$ cat config.mk
export PLATFORM = sky130hd
export DESIGN_NAME = fft_twiddle_mult
export DESIGN_NICKNAME = d
export VERILOG_FILES = /design/src/rtl/fft_twiddle_mult.sv
export SDC_FILE = /design/constraint.sdc
export NUM_CORES = 2
export LEC_CHECK = 0
export BUFFER_PORTS_ARGS = -buffer_cell sky130_fd_sc_hd__buf_2
export CELL_PAD_IN_SITES_DETAIL_PLACEMENT = 0
export CELL_PAD_IN_SITES_GLOBAL_PLACEMENT = 1
export CORE_MARGIN = 1
export CORE_UTILIZATION = 31
export CTS_CLUSTER_DIAMETER = 100
export CTS_CLUSTER_SIZE = 8
export DETAILED_ROUTE_END_ITERATION = 8
export PLACE_DENSITY_LB_ADDON = 0.12
export SLEW_MARGIN = 20
export SYNTH_ARGS = -nofsm -noshare
export SYNTH_HDL_FRONTEND = slang
export SYNTH_SLANG_ARGS = --single-unit
$ cat constraint.sdc
create_clock -name clk -period 22.1 [get_ports clk]
set_input_delay 2.21 -clock clk [delete_from_list [all_inputs] [get_ports clk]]
set_output_delay 2.21 -clock clk [all_outputs]
set_load 0.005 [all_outputs]
$ cat src/rtl/fft_twiddle_mult.sv
// fft_twiddle_mult: streaming complex sample x twiddle rotation with round/saturate and frame-length check
module fft_twiddle_mult #(
  parameter int DATA_W = 16,
  parameter int TW_W   = 16,
  parameter int FRAC   = 8,
  parameter int ADDR_W = 5,
  parameter int NUM_TW = 28
) (
  input  logic                     clk,
  input  logic                     rst,
  input  logic                     in_valid,
  output logic                     in_ready,
  input  logic signed [DATA_W-1:0] in_re,
  input  logic signed [DATA_W-1:0] in_im,
  input  logic                     in_last,
  output logic [ADDR_W-1:0]        tw_addr,
  input  logic signed [TW_W-1:0]   tw_re,
  input  logic signed [TW_W-1:0]   tw_im,
  output logic                     out_valid,
  input  logic                     out_ready,
  output logic signed [DATA_W-1:0] out_re,
  output logic signed [DATA_W-1:0] out_im,
  output logic                     out_last,
  output logic                     frame_err
);
  localparam int PW = DATA_W + TW_W;
  localparam int FW = PW + 1;
  localparam logic signed [FW-1:0] RND = FW'(2 ** (FRAC - 1));
  localparam logic signed [FW-1:0] HI  = FW'(2 ** (DATA_W - 1) - 1);
  localparam logic signed [FW-1:0] LO  = ~HI;
  logic en, acc, cnt_end;
  logic [ADDR_W-1:0] cnt, s1_idx;
  logic s1_valid, s1_last, s2_valid, s2_last;
  logic signed [DATA_W-1:0] s1_re, s1_im;
  logic signed [PW-1:0] p_rr, p_ii, p_ri, p_ir;
  logic signed [FW-1:0] re_full, im_full;
  function automatic logic signed [DATA_W-1:0] rnd_sat(input logic signed [FW-1:0] v);
    logic signed [FW-1:0] r;
    r = (v + RND) >>> FRAC;
    return r > HI ? HI[DATA_W-1:0] : r < LO ? LO[DATA_W-1:0] : r[DATA_W-1:0];
  endfunction
  assign en       = !out_valid || out_ready;
  assign in_ready = en;
  assign acc      = in_valid && en;
  assign cnt_end  = cnt == ADDR_W'(NUM_TW - 1);
  // while stalled the ROMs re-read the S1 index so their data stays aligned with S1
  assign tw_addr  = en ? cnt : s1_idx;
  assign re_full  = p_rr - p_ii;
  assign im_full  = p_ri + p_ir;
  // S1 capture, twiddle index counter and frame-length check
  always_ff @(posedge clk) begin
    if (rst) begin
      cnt       <= '0;
      s1_idx    <= '0;
      s1_valid  <= 1'b0;
      s1_last   <= 1'b0;
      s1_re     <= '0;
      s1_im     <= '0;
      frame_err <= 1'b0;
    end else begin
      frame_err <= acc && (in_last != cnt_end);
      if (en) begin
        s1_valid <= in_valid;
        s1_last  <= in_last;
        s1_idx   <= cnt;
        s1_re    <= in_re;
        s1_im    <= in_im;
      end
      if (acc) cnt <= (in_last || cnt_end) ? '0 : cnt + 1'b1;
    end
  end
  // S2: four partial products against the ROM data for the S1 index
  always_ff @(posedge clk) begin
    if (rst) begin
      s2_valid <= 1'b0;
      s2_last  <= 1'b0;
      p_rr     <= '0;
      p_ii     <= '0;
      p_ri     <= '0;
      p_ir     <= '0;
    end else if (en) begin
      s2_valid <= s1_valid;
      s2_last  <= s1_last;
      p_rr     <= s1_re * tw_re;
      p_ii     <= s1_im * tw_im;
      p_ri     <= s1_re * tw_im;
      p_ir     <= s1_im * tw_re;
    end
  end
  // S3: combine, round half up, saturate; output held while downstream stalls
  always_ff @(posedge clk) begin
    if (rst) begin
      out_valid <= 1'b0;
      out_last  <= 1'b0;
      out_re    <= '0;
      out_im    <= '0;
    end else if (en) begin
      out_valid <= s2_valid;
      if (s2_valid) begin
        out_last <= s2_last;
        out_re   <= rnd_sat(re_full);
        out_im   <= rnd_sat(im_full);
      end
    end
  end
endmodule

# After elaboration in Yosys (flattened, before gate mapping)
# Cells that the tools add are included.
# totals
register_bits	209
in_bits	69
output_inout_bits	41
word_cells	44
# op_classes
addsub	5
multipliers	4
magnitude_cmp	4
eq_ne	2
mux	6
reduce_logical	6
# ops
cell	count
16-bit by 16-bit multiplier with 32-bit output	4
33-bit by 9-bit adder with 33-bit output (second input constant)	2
16-bit 2-to-1 mux	4
25-bit by 16-bit > comparator with 1-bit output (second input constant)	2
25-bit by 16-bit < comparator with 1-bit output (second input constant)	2
32-bit by 32-bit adder with 33-bit output	1
32-bit by 32-bit subtractor with 33-bit output	1
5-bit 2-to-1 mux	2
5-bit by 1-bit adder with 5-bit output (second input constant)	1
5-bit == test (second input constant)	1
1-bit logical AND	2
1-bit logical OR	2
2-bit AND reduction	1
1-bit logical NOT	1
1-bit != test	1

# Logic depth before layout (Yosys ltp)
# logic_depth
word_depth	5
depth_mapped	25
mapped_depth_nobuf	24

# Worst setup path before layout
# OpenSTA, ideal clock, no wires.
# synth_timing
path_kind	input to register
from	input port tw_im[1]
to	register p_ri[31]
setup_ns	0.086
arrival_time_ns	8.350
required_ns	22.014
slack_ns	13.665
cell_stages	23
n_path_buf	1
path_cell_list	clkbuf_1 > nand2_1 > fa_1 > fa_1 > fa_1 > inv_1 > fa_1 > fa_1 > inv_1 > fa_1 > inv_1 > ha_1 > a21o_1 > a21o_1 > a2111oi_0 > o21ai_0 > or3b_1 > a211oi_1 > o31a_1 > or4_1 > a31oi_1 > xnor2_1 > a211oi_1
# synth_via
elab_chain_len	1
# synth_lines
element	line	source
start, declared	18	input logic signed [TW_W-1:0] tw_im,
16-bit by 16-bit multiplier with 32-bit output	86	p_ri <= s1_re * tw_im;
end signal, assigned	86	
end, declared	35	logic signed [PW-1:0] p_rr, p_ii, p_ri, p_ir;
# Every way passes these cells.
# A chain may end at the register's enable or synchronous reset.

# Worst setup path after layout
# layout_timing
from	input port tw_re[1]
to	register p_rr[31]
# layout_via
elab_chain_len	1
# layout_lines
element	line	source
start, declared	17	input logic signed [TW_W-1:0] tw_re,
16-bit by 16-bit multiplier with 32-bit output	84	p_rr <= s1_re * tw_re;
end signal, assigned	84	
end, declared	35	
# Every way passes these cells.

==> load_flow_metrics.sql <==
INSERT INTO impl_metrics (metric_group, metric, value, unit) VALUES
('run_status', 'outcome', 'finished clean', ''),
('floorplanning', 'die_area', '164000', 'sq um'),
('synth', 'syn_std_cell_area', '50200', 'sq um'),
('floorplanning', 'die_boundary_height', '404', 'microns'),
('routing', 'num_vias', '36500', ''),
('synth', 'synthesis.instances', '5664', ''),
('global_routing', 'globalRouteMet2Util', '0.325', ''),
('placement', 'port_buffers', '109', ''),
('synth', 'async_set_reset_flop_share_out_of_synthesis', '0', ''),
('routing', 'antenna_violating_nets_post_route', '0', ''),
('setup_path', 'critical_path_arrival', '9.76', 'ns'),
('sta', 'finClkSkew', '0.0282', 'ns'),
('sta', 'finalHoldViolations', '0', ''),
('floorplanning', 'placeableCoreArea', '161000', 'sq um'),
('hold_path', 'hold_end', 's1_re[14]$_SDFFE_PP0N_', ''),
('setup_path', 'cp-start-kind', 'input pin', ''),
('hold_path', 'worst_min_delay_path_class', 'flop to flop', ''),
('finish', 'fillCellCount', '17200', ''),
('hold_path', 'holdCritStartpoint', 's1_re[14]$_SDFFE_PP0N_', ''),
('global_routing', 'first_pass_grt_wire_length', '248000', 'microns'),
('finish', 'final_cells', '7810', ''),
('routing', 'post-route-drc-count', '0', ''),
('hold_path', 'hold_path_depth', '2', ''),
('synth', 'seq_area_frac_synth', '0.0833', ''),
('finish', 'share_of_post_route_cells_with_drive_strength_above_1', '0.0544', ''),
('setup_path', 'worst-endpoint-required', '22.60', 'ns'),
('pwr', 'vdd_ir_drop_max', '0.109', 'mV'),
('clocking', 'post_cts_resize_count', '0', ''),
('clocking', 'tritoncts', 'yes', ''),
('setup_path', 'cp_cell_sequence', 'buf_2 > nand2_1 > fa_1 > fa_1 > fa_1 > inv_1 > fa_1 > fa_1 > inv_1 > fa_1 > inv_1 > ha_1 > nand3_1 > a21oi_1 > a22oi_1 > a2111oi_0 > o31ai_1 > buf_4 > o21ai_0 > o311a_1 > o21ai_0 > nor2b_1 > xnor2_1 > a211oi_1', ''),
('sta', 'max_freq', '108', 'MHz'),
('synth', 'synth_seq_cells', '209', ''),
('clocking', 'cts_setup_buffers', '0', ''),
('clocking', 'numCtsBuffers', '40', ''),
('sta', 'setup_viol_count_final', '0', ''),
('clocking', 'worstSkewPairLatency', '0.59', 'ns'),
('setup_path', 'setup.worst_path.start', 'tw_re[1]', ''),
('synth', 'synth_edf_count', '0', ''),
('synth', 'number_of_distinct_library_cells_after_synthesis', '88', ''),
('clocking', 'cts_hold_buffers', '0', ''),
('setup_path', 'crit_fanout', '32', ''),
('synth', 'ys_warn_count', '0', ''),
('setup_path', 'timing.critical_path.mode_cell', 'fa_1', ''),
('global_routing', 'grt_antenna_before_repair', '14', ''),
('routing', 'totalWireLength', '158000', 'microns'),
('synth', 'ys_dominant_reg_cell', 'dfxtp_1', ''),
('sta', 'finalSetupTns', '0', 'ns'),
('setup_path', 'cp-end-kind', 'flop', ''),
('clocking', 'cts.sink_count', '209', ''),
('setup_path', 'timing.critical_path.slowest_stage_cell', 'a2111oi_0', ''),
('floorplanning', 'floorplan.initialDensity', '0.312', ''),
('global_routing', 'grt_use_met3', '0.0202', ''),
('sta', 'relSlewSlack', '0.298', ''),
('synth', 'synth_area_per_cell', '8.87', 'sq um'),
('global_routing', 'via_count_of_the_first_global_routing_pass', '39400', ''),
('finish', 'ff_latch_area', '4190', 'sq um'),
('run', 'drv.max_cap_violation_count', '0', ''),
('routing', 'wl_per_cell', '20.2', 'microns'),
('clocking', 'ctsRootBufferMaster', 'clkbuf_16', ''),
('setup_path', 'max_stage_delay', '0.90', 'ns'),
('pwr', 'p_leak', '27.3', 'nW'),
('sta', 'unrepaired_setup_endpoints_after_global_routing', 'false', ''),
('synth', 'number_of_nets_produced_by_synthesis', '7233', ''),
('setup_path', 'worst_reg2reg_path_depth', '24', ''),
('clocking', 'cts.clk_slew.worst_paths', '0.05', 'ns'),
('finish', 'multiInputGateArea', '40400', 'sq um'),
('pwr', 'cellPowerDensity', '152', 'nW/um^2'),
('global_routing', 'maximum_number_of_pins_on_one_net_before_global_route_repair', '67', ''),
('placement', 'dp_hpwl', '121000', 'microns'),
('sta', 'report.final.slew_viol_count', '0', ''),
('finish', 'final_net_count', '7196', '');
## worst max-delay path by stage
| stage | to | cells after the start | slack, ns |
|---|---|---|---|
| 2_1_floorplan | p_ri[31]$_SDFFE_PP0N_ | 23 | 13.66 |
| 3_3_place_gp | p_rr[29]$_SDFFE_PP0N_ | 24 | 12.28 |
| 3_5_place_dp | p_rr[29]$_SDFFE_PP0N_ | 24 | 12.27 |
| 4_1_cts | p_rr[29]$_SDFFE_PP0N_ | 24 | 12.86 |
| 5_1_grt | p_rr[29]$_SDFFE_PP0N_ | 24 | 12.30 |
| 6_report | p_rr[31]$_SDFFE_PP0N_ | 24 | 12.84 |
## kinds of logic (layout without fill, tap and decap cells)
| family | after synthesis | count (layout) | synth area share |
|---|---|---|---|
| simple gates | 1688 | 1688 | 0.163 |
| fa+ha+maj | 1500 | 1500 | 0.530 |
| buf+inv | 1470 | 1450 | 0.112 |
| compound gates | 617 | 617 | 0.0802 |
| flops | 209 | 209 | 0.0833 |
| xor+xnor | 172 | 172 | 0.0300 |
| mux | 8 | 8 | 0.00162 |
| other cells | 0 | 6 | 0 |
## state kept, by name (all words and copies together) (netlist names)
register / flops
frame_err: 1
s2_last: 1
out_re: 16
s2_valid: 1
s1_im: 16
s1_idx: 5
p_ir: 32
p_ri: 32
s1_last: 1
out_im: 16
out_valid: 1
cnt: 5
out_last: 1
s1_re: 16
p_ii: 32
s1_valid: 1
p_rr: 32
## synth_stat cells, types with 30 or more instances
cell type / n / share of area
inv_1: 1206 / 0.090
fa_1: 1048 / 0.42
nand2_1: 769 / 0.057
and2_1: 502 / 0.063
ha_1: 452 / 0.11
a21oi_1: 257 / 0.026
clkbuf_1: 241 / 0.018
dfxtp_1: 209 / 0.083
nor2_1: 179 / 0.013
xnor2_1: 125 / 0.022
o21ai_0: 71 / 0.0071
a21o_1: 67 / 0.010
xor2_1: 47 / 0.0082
nand3_1: 43 / 0.0043
a211oi_1: 38 / 0.0057
nor3_1: 34 / 0.0034
nand2b_1: 30 / 0.0037
## final cells by class
| class | instances | area share |
|---|---|---|
| flip-flops and latches | 209 | 0.0772 |
| repair buffers | 184 | 0.0207 |
| diodes | 6 | 0.000276 |
| multi-input cells | 3985 | 0.745 |
| clock inverters | 15 | 0.00486 |
| inverters | 1207 | 0.0835 |
| well taps | 2160 | 0.0497 |
| clock buffers | 44 | 0.0193 |
## routing by layer
metal | vias up | share of wire
met2 | 515 | 0.46
met3 | 114 | 0.033
li1 | 17100 | -
met1 | 18800 | 0.49
met5 | - | 0.00038
met4 | 8 | 0.018
## metrics by stage
step	power [mW]	utilization	worst slack, ns	hold slack (ns)	cell area, sq um
2_1_floorplan	5.58	-	13.66	0.432	50200
3_3_place_gp	7.72	0.330	12.28	0.439	53000
3_5_place_dp	7.71	0.330	12.27	0.444	53000
4_1_cts	8.41	0.338	12.86	0.450	54300
5_1_grt	9.31	0.338	12.30	0.467	54300
6_report	8.27	0.338	12.84	0.448	54300
## power breakdown
group	internal, mW	switching, mW
Sequential	0.514	0.0783
Clock	0.406	0.231
Combinational	2.88	4.16
## critical path: cells and delay by family
family                   cells  cell delay (ns)
AND/OR/NAND/NOR              3             0.46
AO/OA/AOI/OAI                8             2.60
adder cells (fa/ha/maj)      7             3.41
buffers and inverters        5             0.93
XOR/XNOR                     1             0.12
No activity file was read; power rests on OpenSTA's default activity.
